==> src/rtl/multicycle_controller_if.sv <==
`default_nettype none
// ============================================================================
//  Module      : multicycle_controller_if
//  Description : Control/handshake bundle between the multi-cycle sequencer
//                (master) and the memory port / datapath (slave).
//  Revision    : 1.0  initial release
// ============================================================================
interface multicycle_controller_if #(
   parameter int CNT_WIDTH = 32
);
   // Memory port and datapath status into the sequencer
   logic [31:0]          instr_rdata;
   logic                 mem_ready;
   logic                 zero;
   // Phase enables and mux selects out of the sequencer
   logic                 pc_write;
   logic [1:0]           pc_src;
   logic                 ir_write;
   logic                 mem_read;
   logic                 mem_write;
   logic                 reg_write;
   logic                 reg_dst;
   logic                 alu_src;
   logic                 mem_to_reg;
   logic [2:0]           alu_op;
   logic                 instr_done;
   logic                 illegal_op;
   logic [2:0]           state;
   logic [CNT_WIDTH-1:0] retired_cnt;
   logic [CNT_WIDTH-1:0] stall_cnt;

   modport master (
      input  instr_rdata, mem_ready, zero,
      output pc_write, pc_src, ir_write, mem_read, mem_write, reg_write,
             reg_dst, alu_src, mem_to_reg, alu_op, instr_done, illegal_op,
             state, retired_cnt, stall_cnt
   );

   modport slave (
      output instr_rdata, mem_ready, zero,
      input  pc_write, pc_src, ir_write, mem_read, mem_write, reg_write,
             reg_dst, alu_src, mem_to_reg, alu_op, instr_done, illegal_op,
             state, retired_cnt, stall_cnt
   );
endinterface
`default_nettype wire

==> src/rtl/multicycle_controller.sv <==
`default_nettype none
// ============================================================================
//  Module      : multicycle_controller
//  Description : Moore sequencer stepping each RISCY instruction through
//                FETCH/DECODE/EXEC/MEM/WB with memory-ready stalls.
//                Optional performance counters: define CTRL_PERF_CNT_EN.
//  Revision    : 1.0  initial release
// ============================================================================
module multicycle_controller #(
   parameter int CNT_WIDTH = 32
) (
   input  wire logic               clk,
   input  wire logic               reset,
   multicycle_controller_if.master bus
);

   typedef enum logic [2:0] {
      S_INIT   = 3'd0,
      S_FETCH  = 3'd1,
      S_DECODE = 3'd2,
      S_EXEC   = 3'd3,
      S_MEM    = 3'd4,
      S_WB     = 3'd5
   } state_t;

   localparam logic [5:0] c_OP_RTYPE = 6'b000000;
   localparam logic [5:0] c_OP_ADDI  = 6'b010000;
   localparam logic [5:0] c_OP_ANDI  = 6'b010001;
   localparam logic [5:0] c_OP_XORI  = 6'b010010;
   localparam logic [5:0] c_OP_BEQ   = 6'b010011;
   localparam logic [5:0] c_OP_LW    = 6'b010101;
   localparam logic [5:0] c_OP_SW    = 6'b010110;
   localparam logic [5:0] c_OP_SLT   = 6'b010111;
   localparam logic [5:0] c_OP_SLTI  = 6'b011000;
   localparam logic [5:0] c_OP_J     = 6'b011001;

   state_t     state_q, state_d;
   logic [5:0] opcode_q;

   logic       w_legal, w_imm, w_rd_sel, w_is_j, w_is_beq, w_is_lw, w_is_sw;
   logic [2:0] w_class_aluop;

   logic       w_pc_write, w_ir_write, w_mem_read, w_mem_write, w_reg_write;
   logic       w_reg_dst, w_alu_src, w_mem_to_reg, w_instr_done, w_illegal_op;
   logic [1:0] w_pc_src;
   logic [2:0] w_alu_op;

   // Only the opcode field of the fetched word matters to sequencing
   logic       w_unused_rdata;
   assign w_unused_rdata = ^bus.instr_rdata[25:0];

   // Classify the latched opcode: ALU op, immediate operand, rd select
   always_comb begin
      w_legal       = 1'b1;
      w_imm         = 1'b0;
      w_rd_sel      = 1'b0;
      w_class_aluop = 3'b000;
      w_is_j        = (opcode_q == c_OP_J);
      w_is_beq      = (opcode_q == c_OP_BEQ);
      w_is_lw       = (opcode_q == c_OP_LW);
      w_is_sw       = (opcode_q == c_OP_SW);
      case (opcode_q)
         c_OP_RTYPE,
         c_OP_SLT:  begin w_class_aluop = 3'b010; w_rd_sel = 1'b1; end
         c_OP_ADDI: begin w_class_aluop = 3'b011; w_imm = 1'b1; end
         c_OP_ANDI: begin w_class_aluop = 3'b100; w_imm = 1'b1; end
         c_OP_XORI: begin w_class_aluop = 3'b101; w_imm = 1'b1; end
         c_OP_SLTI: begin w_class_aluop = 3'b110; w_imm = 1'b1; end
         c_OP_BEQ:  w_class_aluop = 3'b001;
         c_OP_LW,
         c_OP_SW:   begin w_class_aluop = 3'b000; w_imm = 1'b1; end
         c_OP_J:    w_class_aluop = 3'b111;
         default:   w_legal = 1'b0;
      endcase
   end

   // State register; reset parks the sequencer in INIT
   always_ff @(posedge clk) begin
      if (reset) state_q <= S_INIT;
      else       state_q <= state_d;
   end

   // Opcode latch loads alongside the instruction register
   always_ff @(posedge clk) begin
      if (reset)           opcode_q <= 6'b000000;
      else if (w_ir_write) opcode_q <= bus.instr_rdata[31:26];
   end

   // Next-state and per-phase enables; everything idles at 0 unless driven
   always_comb begin
      state_d      = state_q;
      w_pc_write   = 1'b0;
      w_pc_src     = 2'b00;
      w_ir_write   = 1'b0;
      w_mem_read   = 1'b0;
      w_mem_write  = 1'b0;
      w_reg_write  = 1'b0;
      w_reg_dst    = 1'b0;
      w_alu_src    = 1'b0;
      w_mem_to_reg = 1'b0;
      w_alu_op     = 3'b000;
      w_instr_done = 1'b0;
      w_illegal_op = 1'b0;
      case (state_q)
         S_INIT: state_d = S_FETCH;
         S_FETCH: begin
            w_mem_read = 1'b1;
            if (bus.mem_ready) begin
               w_ir_write = 1'b1;
               w_pc_write = 1'b1;
               state_d    = S_DECODE;
            end
         end
         S_DECODE: begin
            if (w_is_j) begin
               w_pc_write   = 1'b1;
               w_pc_src     = 2'b10;
               w_instr_done = 1'b1;
               state_d      = S_FETCH;
            end else if (!w_legal) begin
               // PC already advanced in FETCH; just drop the word
               w_illegal_op = 1'b1;
               state_d      = S_FETCH;
            end else begin
               state_d = S_EXEC;
            end
         end
         S_EXEC: begin
            w_alu_op  = w_class_aluop;
            w_alu_src = w_imm;
            if (w_is_beq) begin
               w_pc_write   = bus.zero;
               w_pc_src     = 2'b01;
               w_instr_done = 1'b1;
               state_d      = S_FETCH;
            end else if (w_is_lw || w_is_sw) begin
               state_d = S_MEM;
            end else begin
               state_d = S_WB;
            end
         end
         S_MEM: begin
            if (w_is_lw) begin
               w_mem_read = 1'b1;
               if (bus.mem_ready) state_d = S_WB;
            end else begin
               w_mem_write = 1'b1;
               if (bus.mem_ready) begin
                  w_instr_done = 1'b1;
                  state_d      = S_FETCH;
               end
            end
         end
         S_WB: begin
            w_reg_write  = 1'b1;
            w_reg_dst    = w_rd_sel;
            w_mem_to_reg = w_is_lw;
            w_alu_op     = w_class_aluop;
            w_instr_done = 1'b1;
            state_d      = S_FETCH;
         end
         default: state_d = S_INIT;
      endcase
   end

   assign bus.pc_write   = w_pc_write;
   assign bus.pc_src     = w_pc_src;
   assign bus.ir_write   = w_ir_write;
   assign bus.mem_read   = w_mem_read;
   assign bus.mem_write  = w_mem_write;
   assign bus.reg_write  = w_reg_write;
   assign bus.reg_dst    = w_reg_dst;
   assign bus.alu_src    = w_alu_src;
   assign bus.mem_to_reg = w_mem_to_reg;
   assign bus.alu_op     = w_alu_op;
   assign bus.instr_done = w_instr_done;
   assign bus.illegal_op = w_illegal_op;
   assign bus.state      = state_q;

`ifdef CTRL_PERF_CNT_EN
   logic [CNT_WIDTH-1:0] retired_q, stall_q;
   logic                 w_stall;
   assign w_stall = ((state_q == S_FETCH) || (state_q == S_MEM)) && !bus.mem_ready;

   // Free-running retire and memory-stall counters, wrapping naturally
   always_ff @(posedge clk) begin
      if (reset) begin
         retired_q <= '0;
         stall_q   <= '0;
      end else begin
         if (w_instr_done) retired_q <= retired_q + 1'b1;
         if (w_stall)      stall_q   <= stall_q + 1'b1;
      end
   end
   assign bus.retired_cnt = retired_q;
   assign bus.stall_cnt   = stall_q;
`else
   assign bus.retired_cnt = {CNT_WIDTH{1'b0}};
   assign bus.stall_cnt   = {CNT_WIDTH{1'b0}};
`endif

endmodule
`default_nettype wire

==> src/flat_wrapper.sv <==
// flat-port wrapper written by rule: the top's interface ports become plain ports
module multicycle_controller_flat 
#(
   parameter int CNT_WIDTH = 32
)
  (clk, reset, bus_instr_rdata, bus_mem_ready, bus_zero, bus_pc_write, bus_pc_src, bus_ir_write, bus_mem_read, bus_mem_write, bus_reg_write, bus_reg_dst, bus_alu_src, bus_mem_to_reg, bus_alu_op, bus_instr_done, bus_illegal_op, bus_state, bus_retired_cnt, bus_stall_cnt);
  multicycle_controller_if #(.CNT_WIDTH(CNT_WIDTH)) bus_i ();
  input  wire logic clk;
  input  wire logic reset;
  input wire logic [$bits(bus_i.instr_rdata)-1:0] bus_instr_rdata;
  input wire logic [$bits(bus_i.mem_ready)-1:0] bus_mem_ready;
  input wire logic [$bits(bus_i.zero)-1:0] bus_zero;
  output wire logic [$bits(bus_i.pc_write)-1:0] bus_pc_write;
  output wire logic [$bits(bus_i.pc_src)-1:0] bus_pc_src;
  output wire logic [$bits(bus_i.ir_write)-1:0] bus_ir_write;
  output wire logic [$bits(bus_i.mem_read)-1:0] bus_mem_read;
  output wire logic [$bits(bus_i.mem_write)-1:0] bus_mem_write;
  output wire logic [$bits(bus_i.reg_write)-1:0] bus_reg_write;
  output wire logic [$bits(bus_i.reg_dst)-1:0] bus_reg_dst;
  output wire logic [$bits(bus_i.alu_src)-1:0] bus_alu_src;
  output wire logic [$bits(bus_i.mem_to_reg)-1:0] bus_mem_to_reg;
  output wire logic [$bits(bus_i.alu_op)-1:0] bus_alu_op;
  output wire logic [$bits(bus_i.instr_done)-1:0] bus_instr_done;
  output wire logic [$bits(bus_i.illegal_op)-1:0] bus_illegal_op;
  output wire logic [$bits(bus_i.state)-1:0] bus_state;
  output wire logic [$bits(bus_i.retired_cnt)-1:0] bus_retired_cnt;
  output wire logic [$bits(bus_i.stall_cnt)-1:0] bus_stall_cnt;
  assign bus_i.instr_rdata = bus_instr_rdata;
  assign bus_i.mem_ready = bus_mem_ready;
  assign bus_i.zero = bus_zero;
  assign bus_pc_write = bus_i.pc_write;
  assign bus_pc_src = bus_i.pc_src;
  assign bus_ir_write = bus_i.ir_write;
  assign bus_mem_read = bus_i.mem_read;
  assign bus_mem_write = bus_i.mem_write;
  assign bus_reg_write = bus_i.reg_write;
  assign bus_reg_dst = bus_i.reg_dst;
  assign bus_alu_src = bus_i.alu_src;
  assign bus_mem_to_reg = bus_i.mem_to_reg;
  assign bus_alu_op = bus_i.alu_op;
  assign bus_instr_done = bus_i.instr_done;
  assign bus_illegal_op = bus_i.illegal_op;
  assign bus_state = bus_i.state;
  assign bus_retired_cnt = bus_i.retired_cnt;
  assign bus_stall_cnt = bus_i.stall_cnt;
  multicycle_controller #(.CNT_WIDTH(CNT_WIDTH)) u_core (.clk(clk), .reset(reset), .bus(bus_i));
endmodule
==> config.mk <==
export PLATFORM = sky130hd
export DESIGN_NAME = multicycle_controller_flat
export DESIGN_NICKNAME = d
export VERILOG_FILES = /design/src/rtl/multicycle_controller_if.sv /design/src/rtl/multicycle_controller.sv /design/src/flat_wrapper.sv
export SDC_FILE = /design/constraint.sdc
export NUM_CORES = 1
export LEC_CHECK = 0
export ABC_AREA = 1
export BUFFER_PORTS_ARGS = -buffer_cell sky130_fd_sc_hd__buf_2
export CAP_MARGIN = 20
export CORE_MARGIN = 2
export CORE_UTILIZATION = 37
export CTS_BUF_LIST = sky130_fd_sc_hd__clkbuf_2
export CTS_CLUSTER_SIZE = 14
export DETAILED_ROUTE_END_ITERATION = 6
export PLACE_DENSITY = 0.8
export SKIP_LAST_GASP = 1
export SLEW_MARGIN = 20
export SYNTH_ARGS = -nofsm -noshare
export SYNTH_HDL_FRONTEND = slang
export SYNTH_SLANG_ARGS = --single-unit
==> constraint.sdc <==
create_clock -name clk -period 1.7 [get_ports clk]
set_input_delay 0.34 -clock clk [delete_from_list [all_inputs] [get_ports clk]]
set_output_delay 0.34 -clock clk [all_outputs]
set_load 0.05 [all_outputs]
**After elaboration in Yosys (flattened, before gate mapping)**

Cells that the tools add are included.

- Input port bits: 36
- Logic and storage cells: 63
- Register bits: 9
- Output and inout bits: 82

- Equal/unequal tests: 16
- Multiplexer cells: 36
- Reduce and logical (&&, ||, !) cells: 9

Operators by type and width:

| kind | number |
|---|---|
| == test 6 x 5 -> 1 bit (second input constant) | 9 |
| two-way mux 1 bit | 21 |
| two-way mux 3 bit | 7 |
| case mux 3 bit (7 select lines) | 1 |
| case mux 3 bit (5 select lines) | 1 |
| OR reduction 10 bit | 1 |
| == test 3 x 2 -> 1 bit (second input constant) | 2 |
| == test 3 bit (second input constant) | 2 |
| logical NOT 6 bit | 1 |
| OR reduction 2 bit | 3 |
| OR reduction 6 bit | 1 |
| two-way mux 2 bit | 2 |
| != test 2 bit (second input constant) | 2 |
| case mux 1 bit (4 select lines) | 1 |
| case mux 2 bit (2 select lines) | 1 |
| == test 3 x 1 -> 1 bit (second input constant) | 1 |
| logical NOT 3 bit | 1 |
| case mux 1 bit (3 select lines) | 1 |
| case mux 1 bit (2 select lines) | 1 |
| AND reduction 2 bit | 1 |
| logical OR 1 bit | 1 |

**Logic depth before layout (Yosys ltp)**

- Word-level depth: 6
- Mapped depth: 9

**Worst setup path after synthesis**

No wires, ideal clock.

- Kind: register -> output
- Start: reg u_core.state_q[2], in the netlist u_core.bus.state[2]
- End: out bus_alu_op[1]
- Data required time: 1.360 ns
- Slack: -0.994 ns
- Path buffers: 0
- Data arrival time: 2.354 ns
- Stages on the path, launching flop included: 7
- Cells stage by stage: dfxtp_1 -> inv_2 -> nor3_4 -> inv_2 -> nand2_2 -> inv_2 -> a31oi_1

- Longest elaborated chain between the ends: 3
- Elaborated cells on any way between the ends: 4
- Classes of those cells: eq/ne: 2; mux: 1; reduce/logical: 1

RTL lines:

| what | line | RTL |
|---|---|---|
| from (decl) | multicycle_controller.sv:37 | `state_t state_q, state_d;` |
| from (signal assigned) | multicycle_controller.sv:80 | `else state_q <= state_d;` |
| == test 3 bit / == test 3 x 2 -> 1 bit (equally long branches) | multicycle_controller.sv:104 | `case (state_q)` |
| OR reduction 2 bit (no line) (*) | n/a |  |
| two-way mux 3 bit (*) | multicycle_controller.sv:104 |  |
| to (decl) | flat_wrapper.sv:22 | `output wire logic [$bits(bus_i.alu_op)-1:0] bus_alu_op;` |

Mark *: on every way between the ends. The rest lies on a longest branch, timed or not.

**Worst setup path after layout**

- Start: reg u_core.opcode_q[4]
- End: out bus_alu_op[2]

- Longest elaborated chain between the ends: 4
- Elaborated cells on any way between the ends: 11
- Classes of those cells: eq/ne: 7; mux: 2; reduce/logical: 2

RTL lines:

| what | line | RTL |
|---|---|---|
| from (decl) | multicycle_controller.sv:38 | `logic [5:0] opcode_q;` |
| from (signal assigned) | multicycle_controller.sv:86 | `else if (w_ir_write) opcode_q <= bus.instr_rdata[31:26];` |
| == test 6 x 5 -> 1 bit / logical NOT 6 bit (equally long branches) | multicycle_controller.sv:62 | `case (opcode_q)` |
| OR reduction 2 bit | multicycle_controller.sv:62 |  |
| case mux 3 bit (7 select lines) (*) | multicycle_controller.sv:62 |  |
| two-way mux 3 bit (*) | multicycle_controller.sv:104 |  |

Marked as above.

==> results.sh <==
export IMPL_status="complete, but fails checks"
export IMPL_violations="setup timing"
export IMPL_synth_compound_area_share_pct=7.84
export IMPL_synth_area_leaders="buf_4 (40%), dfxtp_1 (15%), nor2_1 (6.6%), nand2_1 (6.3%), nand3_1 (5.0%)"
export IMPL_firstDrtPassIters=4
export IMPL_cp_start_kind="flop"
export IMPL_switchingPower_mw=1.19
export IMPL_post_route_cell_area_um2=1570
export IMPL_synth_area_um2=1200
export IMPL_path_clk_slew_ns=0.09
export IMPL_antenna_left=0
export IMPL_cts_root_buf="clkbuf_2"
export IMPL_drtIter0Drc=21
export IMPL_skew_ns=0.00460
export IMPL_intPower_uw=768
export IMPL_combPwrFrac_pct=73.3
export IMPL_core_area_um2=3080
export IMPL_drt_total_wl_um=2490
export IMPL_grt_max_degree=11
export IMPL_layout_drive_gt1_share_pct=49.3
export IMPL_finalHoldViolations=0
export IMPL_synth_top_family_by_area="buffers and inverters"
export IMPL_grt_pass1_vias=833
export IMPL_final_setup_worst_slack_ns=-0.0986
export IMPL_cellPowerDensity_nw_per_um2=1250
export IMPL_cts_tree="done"
export IMPL_ys_types=24
export IMPL_start_util_pct=38.9
export IMPL_diodes=0
export IMPL_dp_hpwl_um=1820
export IMPL_synthFlopType="dfxtp_1"
export IMPL_netlist_instances=183
export IMPL_synth_edf_count=0
export IMPL_synthAdderAreaFrac_pct=0
export IMPL_max_clock_path_buffers=2
export IMPL_setup_viol=7
export IMPL_peakVddDrop_uv=332
export IMPL_placed_area_um2=1250
export IMPL_p_leak_nw=0.794
export IMPL_grt_busiest_layer="met2"
export IMPL_nets=264
export IMPL_synth_yosys_seq_area_share_pct=15.0
export IMPL_arrival_ns=1.46
export IMPL_clk_insertion_delay_late_ns=0.23
export IMPL_crit_path_end_kind="primary output"
export IMPL_fmax_mhz=556
export IMPL_grt_pass1_wl_um=3380
export IMPL_hp_class="in2reg"
export IMPL_clkPwrFrac_pct=6.6
export IMPL_fp_dieArea_um2=3710
export IMPL_yosys_area_top_type_share_pct=40.1
export IMPL_rsz0062_at_grt="yes"
export IMPL_grt_use_met2_pct=21.4
export IMPL_routed_via_density=3.92
export IMPL_fp_dieW_um=60.9
export IMPL_ys_ff_latch=9
export IMPL_fin_setup_tns_ns=-0.400
export IMPL_via_count=1062
export IMPL_postSynth_asyncResetShare_pct=0
export IMPL_synthXorXnorAreaFrac_pct=0
export IMPL_yosys_area_top_type="buf_4"
export IMPL_syn_to_final_growth_pct=31.0
export IMPL_sequentialPowerShare_pct=20.1
export IMPL_routedWlPerCell_um=9.19
export IMPL_place_gp_congestion=0.753
export IMPL_drv_cap=0
export IMPL_hold_buffers=0
export IMPL_period_minus_slack_ns=1.80
export IMPL_synthSimpleGateAreaFrac_pct=28.2
export IMPL_grt_antenna_before_repair=0
export IMPL_met1_usage_pct=13.7
export IMPL_synth_most_common_cell="buf_4"
export IMPL_synthMuxAreaShare_pct=0
export IMPL_grt_util_met3_pct=2.77
export IMPL_synth_avg_cell_area_um2=6.54
export IMPL_cts_buffers=3
export IMPL_cts_sinks=9
export IMPL_ioPinCount=118
export IMPL_cp_required_ns=1.36
export IMPL_drc=0
export IMPL_grt_overflow_total=0
export IMPL_portBuffers=27
export IMPL_swShare_pct=60.8
export IMPL_synth_common_cells="buf_4 (64), nor2_1 (21), nand2_1 (20)"
export IMPL_worstPathMaxFanout=5
export IMPL_grt_util_all_layers_pct=12.2
export IMPL_fin_hold_ws_ns=0.263
export IMPL_htreeDepth=1
export IMPL_min_period_over_period_pct=106
export IMPL_fill_cells=304
export IMPL_slew_viol_final=0
export IMPL_synth_warnings=0
export IMPL_rows=20
export IMPL_die_height_um=60.9
export IMPL_path_class="reg2out"
[worst max-delay path, stage by stage, from the launching register on]
cell and delay (ns):
dfxtp_2 0.36, inv_4 0.06, nor2_8 0.13, inv_2 0.06, nor2_4 0.13, nand2_1 0.06, a31o_1 0.21, clkinvlp_4 0.08
buf_8 0.13
[final timing paths]
check	from	endpoint	slack (ns)	cells past startpoint
worst max-delay path	u_core.opcode_q[4]	bus_alu_op[2]	-0.1	8
worst max register to register	u_core.opcode_q[0]	u_core.bus.state[1]	0.38	10
worst min-delay path	reset	u_core.bus.state[2]	0.26	2
worst min register to register	u_core.opcode_q[3]	u_core.opcode_q[3]	0.56	2
[final cells by class]
class / instances / area [um^2] / area share [%]
clock buffer: 4 / 20.0 / 1.28
sequential: 9 / 209 / 13.3
inverter: 24 / 108 / 6.86
tap: 44 / 55.1 / 3.51
multi-input combinational: 149 / 823 / 52.5
timing repair buffer: 41 / 354 / 22.6
[cells by family after synthesis]
family / after synthesis
other: 1
buffers and inverters: 89
and+or+nand+nor: 67
AOI/OAI and AO/OA: 17
DFF: 9
[cell usage in the layout, fill, tap and decap left out, types with 2 or more instances in the layout]
master    count
nand3_2       4
inv_1         5
nand2_2      10
conb_1       64
nand2_1      12
buf_4        13
inv_2        12
nor2_4        8
nor2_2        9
dfxtp_2       2
nor2_1       11
o21ai_1       8
nand3_1       8
clkbuf_2      4
dfxtp_4       7
a21oi_1       4
buf_6         9
inv_4         5
buf_2        13
nor3_4        2
buf_8         6
[layer usage]
layer	up-vias	wire length, um
li1	532	-
met5	-	0
met3	2	173
met2	55	1430
met4	0	10
met1	473	877
[through the flow]
stage / util [%] / power (mW) / instances / setup WS (ns)
2_1_floorplan: - / 1.44 / 246 / -0.304
3_5_place_dp: 40.7 / 1.51 / 258 / -0.00781
6_report: 51.0 / 1.96 / 271 / -0.0986
4_1_cts: 46.3 / 1.80 / 266 / -0.112
5_1_grt: 51.0 / 2.07 / 271 / -0.174
3_3_place_gp: 40.7 / 1.50 / 258 / 0.0288
[flip-flops by register name, indices dropped and copies added (netlist names)]
register	count
u_core.opcode_q	6
u_core.bus.state	3
[repair_timing]
item                       in CTS  in global routing
hold endpoints to repair        0                  0
resized for setup              42                 36
setup buffers                   3                  5
pin swaps                       6                  7
gates cloned                    1                  0
setup endpoints to repair      14                 14
[power by group through the flow]
stage | logic (mW) | registers [mW] | clock network (mW)
floorplan | 1.01 | 0.429 | 0
global placement | 1.14 | 0.356 | 0
detailed placement | 1.15 | 0.361 | 0
CTS | 1.28 | 0.377 | 0.136
global route | 1.53 | 0.404 | 0.142
finish | 1.44 | 0.394 | 0.130
Power figures use the tool's default switching activity.
